==> config.mk <==
export PLATFORM = sky130hd
export DESIGN_NAME = div_unit_flat
export DESIGN_NICKNAME = d
export VERILOG_FILES = /design/src/rtl/div_unit_pkg.sv /design/src/rtl/div_unit_if.sv /design/src/rtl/div_unit.sv /design/src/flat_wrapper.sv
export SDC_FILE = /design/constraint.sdc
export NUM_CORES = 1
export LEC_CHECK = 0
export CORE_MARGIN = 2
export CORE_UTILIZATION = 38
export CTS_BUF_LIST = sky130_fd_sc_hd__clkbuf_4 sky130_fd_sc_hd__clkbuf_8 sky130_fd_sc_hd__clkbuf_16
export DETAILED_ROUTE_END_ITERATION = 10
export PLACE_DENSITY = 0.64
export SYNTH_ARGS = -nofsm -noshare
export SYNTH_HDL_FRONTEND = slang
export SYNTH_SLANG_ARGS = --single-unit
==> constraint.sdc <==
create_clock -name clk -period 6.2 [get_ports clk]
set_input_delay 0.93 -clock clk [delete_from_list [all_inputs] [get_ports clk]]
set_output_delay 0.93 -clock clk [all_outputs]
set_load 0.02 [all_outputs]
==> src/rtl/div_unit_pkg.sv <==
// div_unit_pkg: shared RV32M divide operation encodings and small decode helpers
package div_unit_pkg;
    typedef enum logic [1:0] {DIV_S = 2'b00, DIV_U = 2'b01, REM_S = 2'b10, REM_U = 2'b11} div_op_e;
    function automatic logic is_signed(div_op_e op);
        return op == DIV_S || op == REM_S;
    endfunction
    function automatic logic is_rem(div_op_e op);
        return op == REM_S || op == REM_U;
    endfunction
endpackage

==> src/rtl/div_unit_if.sv <==
// div_unit_if: execute-stage divide request/response bundle
interface div_unit_if #(parameter int WIDTH = 32);
    import div_unit_pkg::*;
    logic             div_en;
    div_op_e          div_ctrl;
    logic             kill;
    logic [WIDTH-1:0] op_a;
    logic [WIDTH-1:0] op_b;
    logic [WIDTH-1:0] div_result;
    logic             div_done;
    logic             busy;
    modport master (output div_en, div_ctrl, kill, op_a, op_b, input div_result, div_done, busy);
    modport slave  (input div_en, div_ctrl, kill, op_a, op_b, output div_result, div_done, busy);
endinterface

==> src/rtl/div_unit.sv <==
// div_unit: iterative radix-2 restoring divider for DIV/DIVU/REM/REMU, one quotient bit per cycle
module div_unit #(parameter int WIDTH = 32) (
    input logic       clk,
    input logic       rst,
    div_unit_if.slave d
);
    import div_unit_pkg::*;
    typedef enum logic [1:0] {IDLE, CALC, DONE} state_e;
    localparam int CW = $clog2(WIDTH);
    localparam logic [WIDTH-1:0] MIN_NEG = {1'b1, {(WIDTH-1){1'b0}}};
    state_e           state;
    div_op_e          op;
    logic [WIDTH-1:0] rem, quo, dvsr;
    logic [CW-1:0]    cnt;
    logic             q_neg, r_neg;
    logic [WIDTH:0]   sh, trial;
    logic [WIDTH-1:0] rem_nx, quo_nx, res_nx;
    logic             sgn, sign_a, sign_b, ovf;
    logic [WIDTH-1:0] abs_a, abs_b, spec_res;
    assign d.busy = state != IDLE;
    // quo doubles as the dividend shift register: its MSB feeds the remainder each step
    always_comb begin
        sh     = {rem, quo[WIDTH-1]};
        trial  = sh - {1'b0, dvsr};
        rem_nx = trial[WIDTH] ? sh[WIDTH-1:0] : trial[WIDTH-1:0];
        quo_nx = {quo[WIDTH-2:0], ~trial[WIDTH]};
        res_nx = is_rem(op) ? (r_neg ? -rem_nx : rem_nx) : (q_neg ? -quo_nx : quo_nx);
    end
    always_comb begin
        sgn      = is_signed(d.div_ctrl);
        sign_a   = sgn & d.op_a[WIDTH-1];
        sign_b   = sgn & d.op_b[WIDTH-1];
        abs_a    = sign_a ? -d.op_a : d.op_a;
        abs_b    = sign_b ? -d.op_b : d.op_b;
        ovf      = sgn && d.op_a == MIN_NEG && &d.op_b;
        spec_res = is_rem(d.div_ctrl) ? (ovf ? '0 : d.op_a) : (ovf ? MIN_NEG : '1);
    end
    always_ff @(posedge clk or posedge rst) begin
        if (rst) begin
            state        <= IDLE;
            op           <= DIV_S;
            rem          <= '0;
            quo          <= '0;
            dvsr         <= '0;
            cnt          <= '0;
            q_neg        <= 1'b0;
            r_neg        <= 1'b0;
            d.div_done   <= 1'b0;
            d.div_result <= '0;
        end else if (d.kill) begin
            state      <= IDLE;
            d.div_done <= 1'b0;
        end else begin
            d.div_done <= 1'b0;
            case (state)
                IDLE: if (d.div_en) begin
                    op    <= d.div_ctrl;
                    dvsr  <= abs_b;
                    quo   <= abs_a;
                    rem   <= '0;
                    cnt   <= CW'(WIDTH - 1);
                    q_neg <= sign_a ^ sign_b;
                    r_neg <= sign_a;
                    if (d.op_b == '0 || ovf) begin
                        state        <= DONE;
                        d.div_done   <= 1'b1;
                        d.div_result <= spec_res;
                    end else begin
                        state <= CALC;
                    end
                end
                CALC: begin
                    rem <= rem_nx;
                    quo <= quo_nx;
                    cnt <= cnt - 1'b1;
                    if (cnt == '0) begin
                        state        <= DONE;
                        d.div_done   <= 1'b1;
                        d.div_result <= res_nx;
                    end
                end
                default: state <= IDLE;
            endcase
        end
    end
endmodule

==> src/flat_wrapper.sv <==
// flat-port wrapper written by rule: the top's interface ports become plain ports
module div_unit_flat import div_unit_pkg::*;
#(parameter int WIDTH = 32)
  (clk, rst, d_div_en, d_div_ctrl, d_kill, d_op_a, d_op_b, d_div_result, d_div_done, d_busy);
  div_unit_if #(.WIDTH(WIDTH)) d_i ();
  input logic clk;
  input logic rst;
  input wire logic [$bits(d_i.div_en)-1:0] d_div_en;
  input wire logic [$bits(d_i.div_ctrl)-1:0] d_div_ctrl;
  input wire logic [$bits(d_i.kill)-1:0] d_kill;
  input wire logic [$bits(d_i.op_a)-1:0] d_op_a;
  input wire logic [$bits(d_i.op_b)-1:0] d_op_b;
  output wire logic [$bits(d_i.div_result)-1:0] d_div_result;
  output wire logic [$bits(d_i.div_done)-1:0] d_div_done;
  output wire logic [$bits(d_i.busy)-1:0] d_busy;
  assign d_i.div_en = d_div_en;
  assign d_i.div_ctrl = d_div_ctrl;
  assign d_i.kill = d_kill;
  assign d_i.op_a = d_op_a;
  assign d_i.op_b = d_op_b;
  assign d_div_result = d_i.div_result;
  assign d_div_done = d_i.div_done;
  assign d_busy = d_i.busy;
  div_unit #(.WIDTH(WIDTH)) u_core (.clk(clk), .rst(rst), .d(d_i));
endmodule
==> flow_summary.json <==
{
  "synth_area_sq_mm": 0.0117,
  "yosys_warnings": 0,
  "power_frac_clock_pct": 13.0,
  "dr.pass1.iters": 6,
  "top_level_ports": 104,
  "min_period_ps": 5230,
  "drc": 0,
  "r2r.worst_path.cells": 21,
  "use_met3_pct": 3.50,
  "pwr-share-seq_pct": 20.7,
  "peakVddDrop_mv": 0.362,
  "globalRoute.totalOverflow": 0,
  "holdBufCountCts": 0,
  "synth_edf_count": 0,
  "relSlewSlack_pct": 19.6,
  "nFillCells": 3062,
  "p_leak_nw": 5.52,
  "drive_gt1_share_pct": 5.09,
  "fin_tns_setup_ps": 0,
  "cts_tree": "done",
  "multiInputGateArea_sq_mm": 0.00765,
  "viasPerCell": 5.95,
  "cp-end-kind": "flip-flop",
  "grt_pass1_vias": 11200,
  "ant_nets": 0,
  "async_flop_share_pct": 100,
  "worstSkewPairLatency_ps": 440,
  "path_class": "flip-flop to flip-flop",
  "gp_congestion": 0.905,
  "rsz0062_at_grt": "false",
  "cp.required_ps": 6530,
  "groute.usage.overall_pct": 24.2,
  "tightestPinTransition_ps": 1180,
  "start_util_pct": 38.4,
  "final_nets": 1669,
  "syn_inst": 1498,
  "clock_sinks": 139,
  "row_count": 64,
  "max_freq_mhz": 191,
  "h-tree-depth": 4,
  "post_cts_buffers": 0,
  "final_cells": 1968,
  "worstHoldStart": "u_core.d.div_result[14]",
  "switching_share_pct": 52.6,
  "dp_cells": 1936,
  "hold_path_depth": 2,
  "hold_path_class": "flip-flop to flip-flop",
  "seq_area_sq_mm": 0.00348,
  "clock_path_buffers": 2,
  "dieArea_sq_mm": 0.0322,
  "die_h_microns": 179,
  "combPwrFrac_pct": 66.2,
  "wl_per_cell_microns": 20.3,
  "top_usage_layer": "met2",
  "antenna_found_initial": 1,
  "hpwl_microns": 30000,
  "cts_made_buffers": 17,
  "syn_avg_cell_area_sq_um": 7.81,
  "r2r_end": "u_core.d.div_result[28]",
  "met1_usage_pct": 34.0,
  "hold_viol": 0,
  "drt_wl_total_microns": 40000,
  "setup-violations-final": 0,
  "clockRootBuffer": "clkbuf_16",
  "dr.first_iter.drc_count": 1124,
  "worstPathArrival_ps": 5560,
  "clkSlewWorstSetupHoldPaths_ps": 70,
  "finalCritPeriodShare_pct": 84.4,
  "yosysSeqAreaShare_pct": 29.7,
  "cts.repair.resized": 0,
  "vias": 11700,
  "synth_flop_cell": "dfrtp_1",
  "ys_ff_latch": 139,
  "p_int_mw": 3.66,
  "status": "finished clean",
  "grt_pass1_wl_microns": 62800,
  "area_growth_pct": 16.6,
  "n_antenna_cell": 0,
  "max_cap_viol_count": 0,
  "finClkSkew_ps": 15.9,
  "crit_path_start": "u_core.dvsr[20]",
  "timing.rr.start": "u_core.dvsr[20]",
  "grt_use_met2_pct": 38.5,
  "core_sq_mm": 0.0304,
  "rrSetupSlack_ps": 970,
  "syn_nets": 1608,
  "critPathLaunchType": "flip-flop",
  "io_buffers": 103,
  "fp.dieW_microns": 179,
  "synth_cell_type_count": 87,
  "power_density_mw_per_mm2": 566,
  "final_max_slew_viol_count": 0,
  "grt_max_degree": 86,
  "p_sw_mw": 4.05,
  "hold_path_end": "u_core.d.div_result[14]",
  "critPathMaxFanout": 23
}
## area by class of cell
type / count / area share, %
multi-input cells: 1212 / 56.2
flip-flops and latches: 139 / 25.5
repair buffers: 123 / 8.67
well taps: 396 / 3.64
clock buffers: 18 / 3.18
inverters: 66 / 1.87
clock inverters: 14 / 0.964
## power groups by stage
| stage | Sequential (mW) | Clock, mW | Combinational [mW] |
|---|---|---|---|
| 6_report | 1.60 | 1.01 | 5.11 |
| 5_1_grt | 1.64 | 1.05 | 5.54 |
| 3_3_place_gp | 1.59 | 0 | 4.96 |
| 2_1_floorplan | 1.57 | 0 | 3.54 |
| 4_1_cts | 1.59 | 1.01 | 5.03 |
| 3_5_place_dp | 1.60 | 0 | 5.01 |
## sequential cells by signal (all words and copies together) (netlist names), 2 cells and up
register	cells
u_core.dvsr	32
u_core.d.div_result	32
u_core.quo	32
u_core.state	2
u_core.rem	32
u_core.cnt	5
## stage by stage
stage | hold slack (ps) | total power [mW] | worst slack, ps | cell area [sq um] | util (%)
after floorplan | 450 | 5.11 | 796 | 11700 | -
after global placement | 460 | 6.55 | 1150 | 13100 | 42.9
after detailed placement | 464 | 6.61 | 1070 | 13100 | 42.9
after CTS | 479 | 7.64 | 1000 | 13600 | 44.8
after global routing | 506 | 8.23 | 418 | 13600 | 44.8
final | 474 | 7.71 | 970 | 13600 | 44.8
## synth_stat cells, drive strengths merged (4+ instances only)
master	instances	area [sq um]
nand4	15	93.8
xor2	60	526
dfrtp	139	3480
o41ai	16	159
nand2b	24	150
nand2	181	679
nand3	23	115
nor4b	4	35.0
o21a	11	82.6
a31oi	17	106
nor4	24	156
a311oi	5	43.8
o221ai	4	41.3
nand3b	7	52.6
mux2i	23	230
nor2b	7	43.8
o22ai	8	50.1
nor2	97	364
and2	11	68.8
or4	12	93.8
a22oi	21	158
xnor2	75	657
o211ai	15	118
ha	39	488
a21boi	4	30.0
buf	16	80.1
or2	5	31.3
o211a	10	108
or3	21	141
a221oi	6	52.6
o2111ai	4	35.0
and3	4	25.0
o31ai	26	195
a211oi	15	125
a21o	16	120
o21ai	196	988
nor3	41	205
a21oi	114	571
a2111oi	5	70.1
inv	64	243
nor3b	5	37.5
clkbuf	65	244
a22o	4	35.0
## metal layers
layer,wire length (microns),up-vias,part of all wire [%]
met2,18300,480,46
met1,18200,5577,45
met4,894,2,2.2
li1,-,5585,-
met3,2650,67,6.6
met5,13,-,0.032
## layout by cell type, fill, tap and decap left out, drive strengths merged, types with 26 or more instances in the layout
cell type | netlist | layout
ha | 39 | 39
nand2 | 181 | 181
xor2 | 60 | 60
o31ai | 26 | 26
xnor2 | 75 | 75
a21oi | 114 | 114
o21ai | 196 | 196
clkdlybuf4s50 | 0 | 103
inv | 64 | 71
dfrtp | 139 | 139
nor2 | 97 | 97
nor3 | 41 | 41
## critical path, cell delays in order, from the launching register on
cell       delay [ps]
dfrtp_1           350
inv_1              60
ha_1              400
a21oi_1           360
and3_1            230
a211oi_1           90
or4_1             490
o211a_4           280
inv_4             210
nor2_1             70
a21oi_1           220
ha_1              290
nand2_1            70
nor4_1            410
nand2_1           130
a2111oi_1         280
buf_4             200
a31oi_1           130
a21o_1            260
o21ai_0           210
xnor2_1           110
a311oi_1          270
## logic make-up after synthesis
logic type | count (synthesis) | share of synthesized area (%)
AOI/OAI and AO/OA | 520 | 28.2
xor gates and xnor gates | 135 | 10.1
adders and majority gates | 40 | 4.34
buffers and inverters | 147 | 4.91
DFF | 139 | 29.7
muxes | 25 | 2.16
and+or+nand+nor | 492 | 20.5
## worst max path at each step
| stage | to | slack (ps) | cells past startpoint |
|---|---|---|---|
| after detailed placement | u_core.d.div_result[28] | 1070 | 21 |
| after CTS | u_core.d.div_result[28] | 1000 | 21 |
| final | u_core.d.div_result[28] | 970 | 21 |
| after global placement | u_core.d.div_result[28] | 1150 | 21 |
| after floorplan | u_core.d.div_result[28] | 800 | 23 |
| after global routing | u_core.d.div_result[28] | 420 | 21 |
No activity file was read; power rests on OpenSTA's default activity.
==> RTL edit 1 (same flow settings) <==
`WIDTH` is set to 32 in 3 places; all go to 16.
--- a/src/rtl/div_unit_if.sv
+++ b/src/rtl/div_unit_if.sv
@@ -1,4 +1,4 @@
 // div_unit_if: execute-stage divide request/response bundle
-interface div_unit_if #(parameter int WIDTH = 32);
+interface div_unit_if #(parameter int WIDTH = 16);
     import div_unit_pkg::*;
     logic             div_en;
--- a/src/rtl/div_unit.sv
+++ b/src/rtl/div_unit.sv
@@ -1,4 +1,4 @@
 // div_unit: iterative radix-2 restoring divider for DIV/DIVU/REM/REMU, one quotient bit per cycle
-module div_unit #(parameter int WIDTH = 32) (
+module div_unit #(parameter int WIDTH = 16) (
     input logic       clk,
     input logic       rst,
--- a/src/flat_wrapper.sv
+++ b/src/flat_wrapper.sv
@@ -1,5 +1,5 @@
 // flat-port wrapper written by rule: the top's interface ports become plain ports
 module div_unit_flat import div_unit_pkg::*;
-#(parameter int WIDTH = 32)
+#(parameter int WIDTH = 16)
   (clk, rst, d_div_en, d_div_ctrl, d_kill, d_op_a, d_op_b, d_div_result, d_div_done, d_busy);
   div_unit_if #(.WIDTH(WIDTH)) d_i ();
Ports: changed (resized d_div_result, d_op_a and d_op_b); port bits go from 104 to 56. The function was not compared with the original's and may differ.
==> RTL edit 1 against the unedited design <==
Power down 51%. Sequential cell count down 65. Synthesized area down 50%. Cell count down 51%. Worst setup slack better by 0.39 ns. Count of clock-buffer cells in the layout down 8. Wire length down 60%. Largest power group unchanged. Cell area down 50%. Worst hold slack better by 0.0064 ns.
==> RTL edit 1: results (changes against the unedited design) <==
[global_routing]
antenna_found_initial = 0  ; -1
grt_pass1_vias = 5002  ; -55%
grt_pass1_wl_um = 26520  ; -58%
grt_max_degree = 75  ; -13%
grt_usage_pct = 20.58  ; -3.6 points

[placed_design]
portBuffers = 55  ; -47%
dp_hpwl_um = 12120  ; -60%

[synth]
synth_area_leaders = dfrtp_1 (32%), o21ai_0 (7.7%), nand2_1 (6.5%)
syn_nets = 802  ; -50%
seq_area_frac_synth_pct = 31.94  ; +2.2 points

[critical_path]
crit_arrival_ns = 5.08  ; -0.48 ns
cp_slowest_stage_delay_ns = 0.52  ; +0.03 ns
cp_max_fo = 22  ; -4.3%
slowest_stage = inv_1
ff2ff_setup_slack_ns = 1.36  ; +0.39 ns

[outcome]
status = completed

[routing]
vias = 5347  ; -54%
routed_wl_um = 16020  ; -60%

[final_layout]
final_nets = 835  ; -50%

[sta]
skew_ns = 0.01189  ; -0.004053 ns
worstMarginPinSlew_ns = 0.9754  ; -0.2001 ns

[power_and_ir_drop]
power_switching_uw = 1831  ; -55%
irDropWorstVdd_v = 0.0002959  ; -18%
power.leakage_uw = 0.002829  ; -49%

[clock_network]
cts_buffers = 9  ; -8
htreeDepth = 3  ; -1

-- RTL edit 1: area by class of cell --
type                            instances  area (um^2)
Multi-Input combinational cell        593         3679
Timing Repair Buffer                   60        588.1
Fill cell                            1493         8217
Sequential cell                        74         1852
Tap cell                              188        235.2
Inverter                               36        135.1
Clock inverter                          6        88.84
Clock buffer                           10        239.0
-- RTL edit 1: layer usage --
layer	routed length, um	up-vias	GRT usage (%)
met5	0	-	0
met4	315	0	6.981
met3	643	20	3.183
met2	7113	126	30.76
met1	7950	2509	30.29
li1	-	2692	-
-- RTL edit 1: logic make-up (layout without fill, tap and decap cells) --
family,count (synthesis),in the layout,synth area share [%]
compound gates,234,234,24.26
xor+xnor,61,61,9.216
fa+ha+maj,23,23,5.094
buf+inv,74,112,4.835
flops,74,74,31.94
mux,20,20,3.583
simple gates,255,255,21.07
-- RTL edit 1: path summary, 6_finish.rpt --
path,from,to,depth (start not counted)
max reg2reg,u_core.quo[15],u_core.d.div_result[14],19
min in group asynchronous,rst,u_core.d.div_result[2],3
min,u_core.dvsr[14],u_core.dvsr[14],2
max in group asynchronous,rst,u_core.quo[13],3
min reg2reg,u_core.dvsr[14],u_core.dvsr[14],2
max,u_core.quo[15],u_core.d.div_result[14],19
-- RTL edit 1: worst max-delay path: cells and delay by family (launching register included) --
| family | cells | cell delay, ns |
|---|---|---|
| AOI/OAI and AO/OA | 7 | 1.45 |
| xor gates and xnor gates | 1 | 0.10 |
| adders and majority gates | 3 | 0.86 |
| buffers and inverters | 3 | 0.66 |
| DFF | 1 | 0.37 |
| muxes | 1 | 0.29 |
| and+or+nand+nor | 4 | 1.01 |
-- RTL edit 1: metrics by stage --
| step | std cells | worst slack [ns] | total power [uW] |
|---|---|---|---|
| after floorplan | 741 | 1.669 | 2599 |
| after global placement | 951 | 1.517 | 3218 |
| after detailed placement | 951 | 1.368 | 3232 |
| after CTS | 967 | 1.363 | 3828 |
| after global routing | 967 | 0.9235 | 4155 |
| final | 967 | 1.355 | 3816 |
-- RTL edit 1: power groups by stage --
stage          Combinational (uW)  Clock (uW)  Sequential, uW
3_5_place_dp                 2300           0             932
2_1_floorplan                1710           0             893
5_1_grt                      2580         611             961
4_1_cts                      2310         593             923
6_report                     2310         581             928
3_3_place_gp                 2290           0             928
==> RTL edit 2 (config.mk and constraints unchanged) <==
Made on the original files. Re-encode `state_e` (3 states) as one-hot, 3 bits wide.
--- a/src/rtl/div_unit.sv
+++ b/src/rtl/div_unit.sv
@@ -6,5 +6,5 @@
 );
     import div_unit_pkg::*;
-    typedef enum logic [1:0] {IDLE, CALC, DONE} state_e;
+    typedef enum logic [2:0] {IDLE = 3'b001, CALC = 3'b010, DONE = 3'b100} state_e;
     localparam int CW = $clog2(WIDTH);
     localparam logic [WIDTH-1:0] MIN_NEG = {1'b1, {(WIDTH-1){1'b0}}};
Function: no difference found for any inputs over 4 cycles, from zero or initial values and one cycle with rst high; so few cycles prove little.
==> RTL edit 2 against the unedited design <==
Non-clock buffer count shrank 2. Worst setup slack lost 0.30 ns. Worst hold slack gained 0.0055 ns. Highest routed layer unchanged. Synthesized area grew 2.1%. Cell area grew 1.8%. Global-route usage grew 1.3 points. Count of clock-buffer cells in the layout is the same. Wire length grew 4.6%. Largest cell class unchanged. Die area grew 2.1%. Critical endpoint is now u_core.d.div_result[24]. Via count grew 2.9%. Sequential cell count grew 1.
Power is not compared: it rests on default switching activity, and its combinational part moved more than twofold at a synthesized area within 25%.
==> RTL edit 2: results (changes against the unedited design) <==
[outcome]
status = completed

[placed_design]
placed_cell_area_mm2 = 0.01329  ; +1.7%
gp_congestion = 0.9505  ; +5.0%
dp_slack_ns = 0.7854  ; -0.2861 ns
dp_hpwl_um = 31680  ; +5.6%

[sta]
slew_headroom_pct = 24.61  ; +5.0 points
skew_ns = 0.01651  ; +0.0005698 ns
worst_slack_ns = 0.6721  ; -0.2981 ns

[global_routing]
grt_usage_pct = 25.44  ; +1.3 points
met2_usage_pct = 39.51  ; +1.0 points
antenna_found_initial = 2  ; +1
grt_max_degree = 98  ; +14%
grt_pass1_vias = 11350  ; +1.5%
grt_pass1_wl_um = 65680  ; +4.7%
met1_usage_pct = 36.18  ; +2.2 points
use_met3_pct = 4.334  ; +0.83 points

[synth]
synth_compound_area_share_pct = 28.93  ; +0.69 points
seq_area_frac_synth_pct = 29.34  ; -0.40 points
muxShareOfSynthArea_pct = 2.577  ; +0.42 points
synth_fa_ha_area_share_pct = 4.253  ; -0.091 points
synthTopCellsByCount = o21ai_0 (184), nand2_1 (181), dfrtp_1 (139), nor2_1 (124), a21oi_1 (108)
yosysWarnings = 0  ; unchanged
synth_xor_xnor_area_share_pct = 9.973  ; -0.14 points
syn_nets = 1652  ; +2.7%
synth_area_leaders = dfrtp_1 (29%), o21ai_0 (7.7%), nand2_1 (5.7%)
ys_types = 89  ; +2.3%
avgSynthCellArea_um2 = 7.746  ; -0.77%

[critical_path]
startpoint = u_core.quo[31]
worstSetupPathType = flip-flop to flip-flop
cp_max_fo = 9  ; -61%
cp_slowest_stage_delay_ns = 0.57  ; +0.08 ns
crit_arrival_ns = 5.87  ; +0.31 ns
rr_endpoint = u_core.d.div_result[24]
reg2regPathDepth = 20  ; -4.8%

[final_layout]
drive_gt1_share_pct = 5.224  ; +0.13 points
stdcell_count = 2004  ; +1.8%
n_antenna_cell = 0  ; unchanged

[power_and_ir_drop]
power.leakage_uw = 0.005426

[routing]
drt_first_pass_iters = 5  ; -1
met1_length_um = 19300  ; +6.3%
wl_per_cell_um = 20.90  ; +2.7%
met2_length_um = 18790  ; +2.6%
vias = 12050  ; +2.9%
drtIter0Drc = 1237  ; +10%
wl_met3_um = 2938  ; +11%

[clock_network]
cts_buffers = 17  ; unchanged
htreeDepth = 4  ; unchanged
insertion_delay_ns = 0.46  ; +0.02 ns
clockBufferDepth = 2  ; unchanged

RTL edit 2: final cells by class:
class / count / area, um^2
clock buffers: 18 / 439.2
clock inverters: 14 / 151.4
fillers: 3113 / 16870
inverters: 65 / 249.0
multi-input cells: 1250 / 7871
flip-flops and latches: 140 / 3505
well taps: 396 / 495.5
repair buffers: 121 / 1166
RTL edit 2: how the worst min path moves through the flow:
stage | startpoint | end | slack, ns | depth (start not counted)
after floorplan | u_core.dvsr[10] | u_core.dvsr[10] | 0.45 | 2
after global placement | u_core.d.div_result[8] | u_core.d.div_result[8] | 0.46 | 2
after detailed placement | u_core.dvsr[24] | u_core.dvsr[24] | 0.47 | 2
after CTS | u_core.dvsr[24] | u_core.dvsr[24] | 0.49 | 2
after global routing | u_core.dvsr[17] | u_core.dvsr[17] | 0.51 | 2
final | u_core.dvsr[24] | u_core.dvsr[24] | 0.48 | 2
RTL edit 2: where the power goes:
part,switching (uW),internal (uW)
registers,221,1120
clock network,475,580
logic,960,642
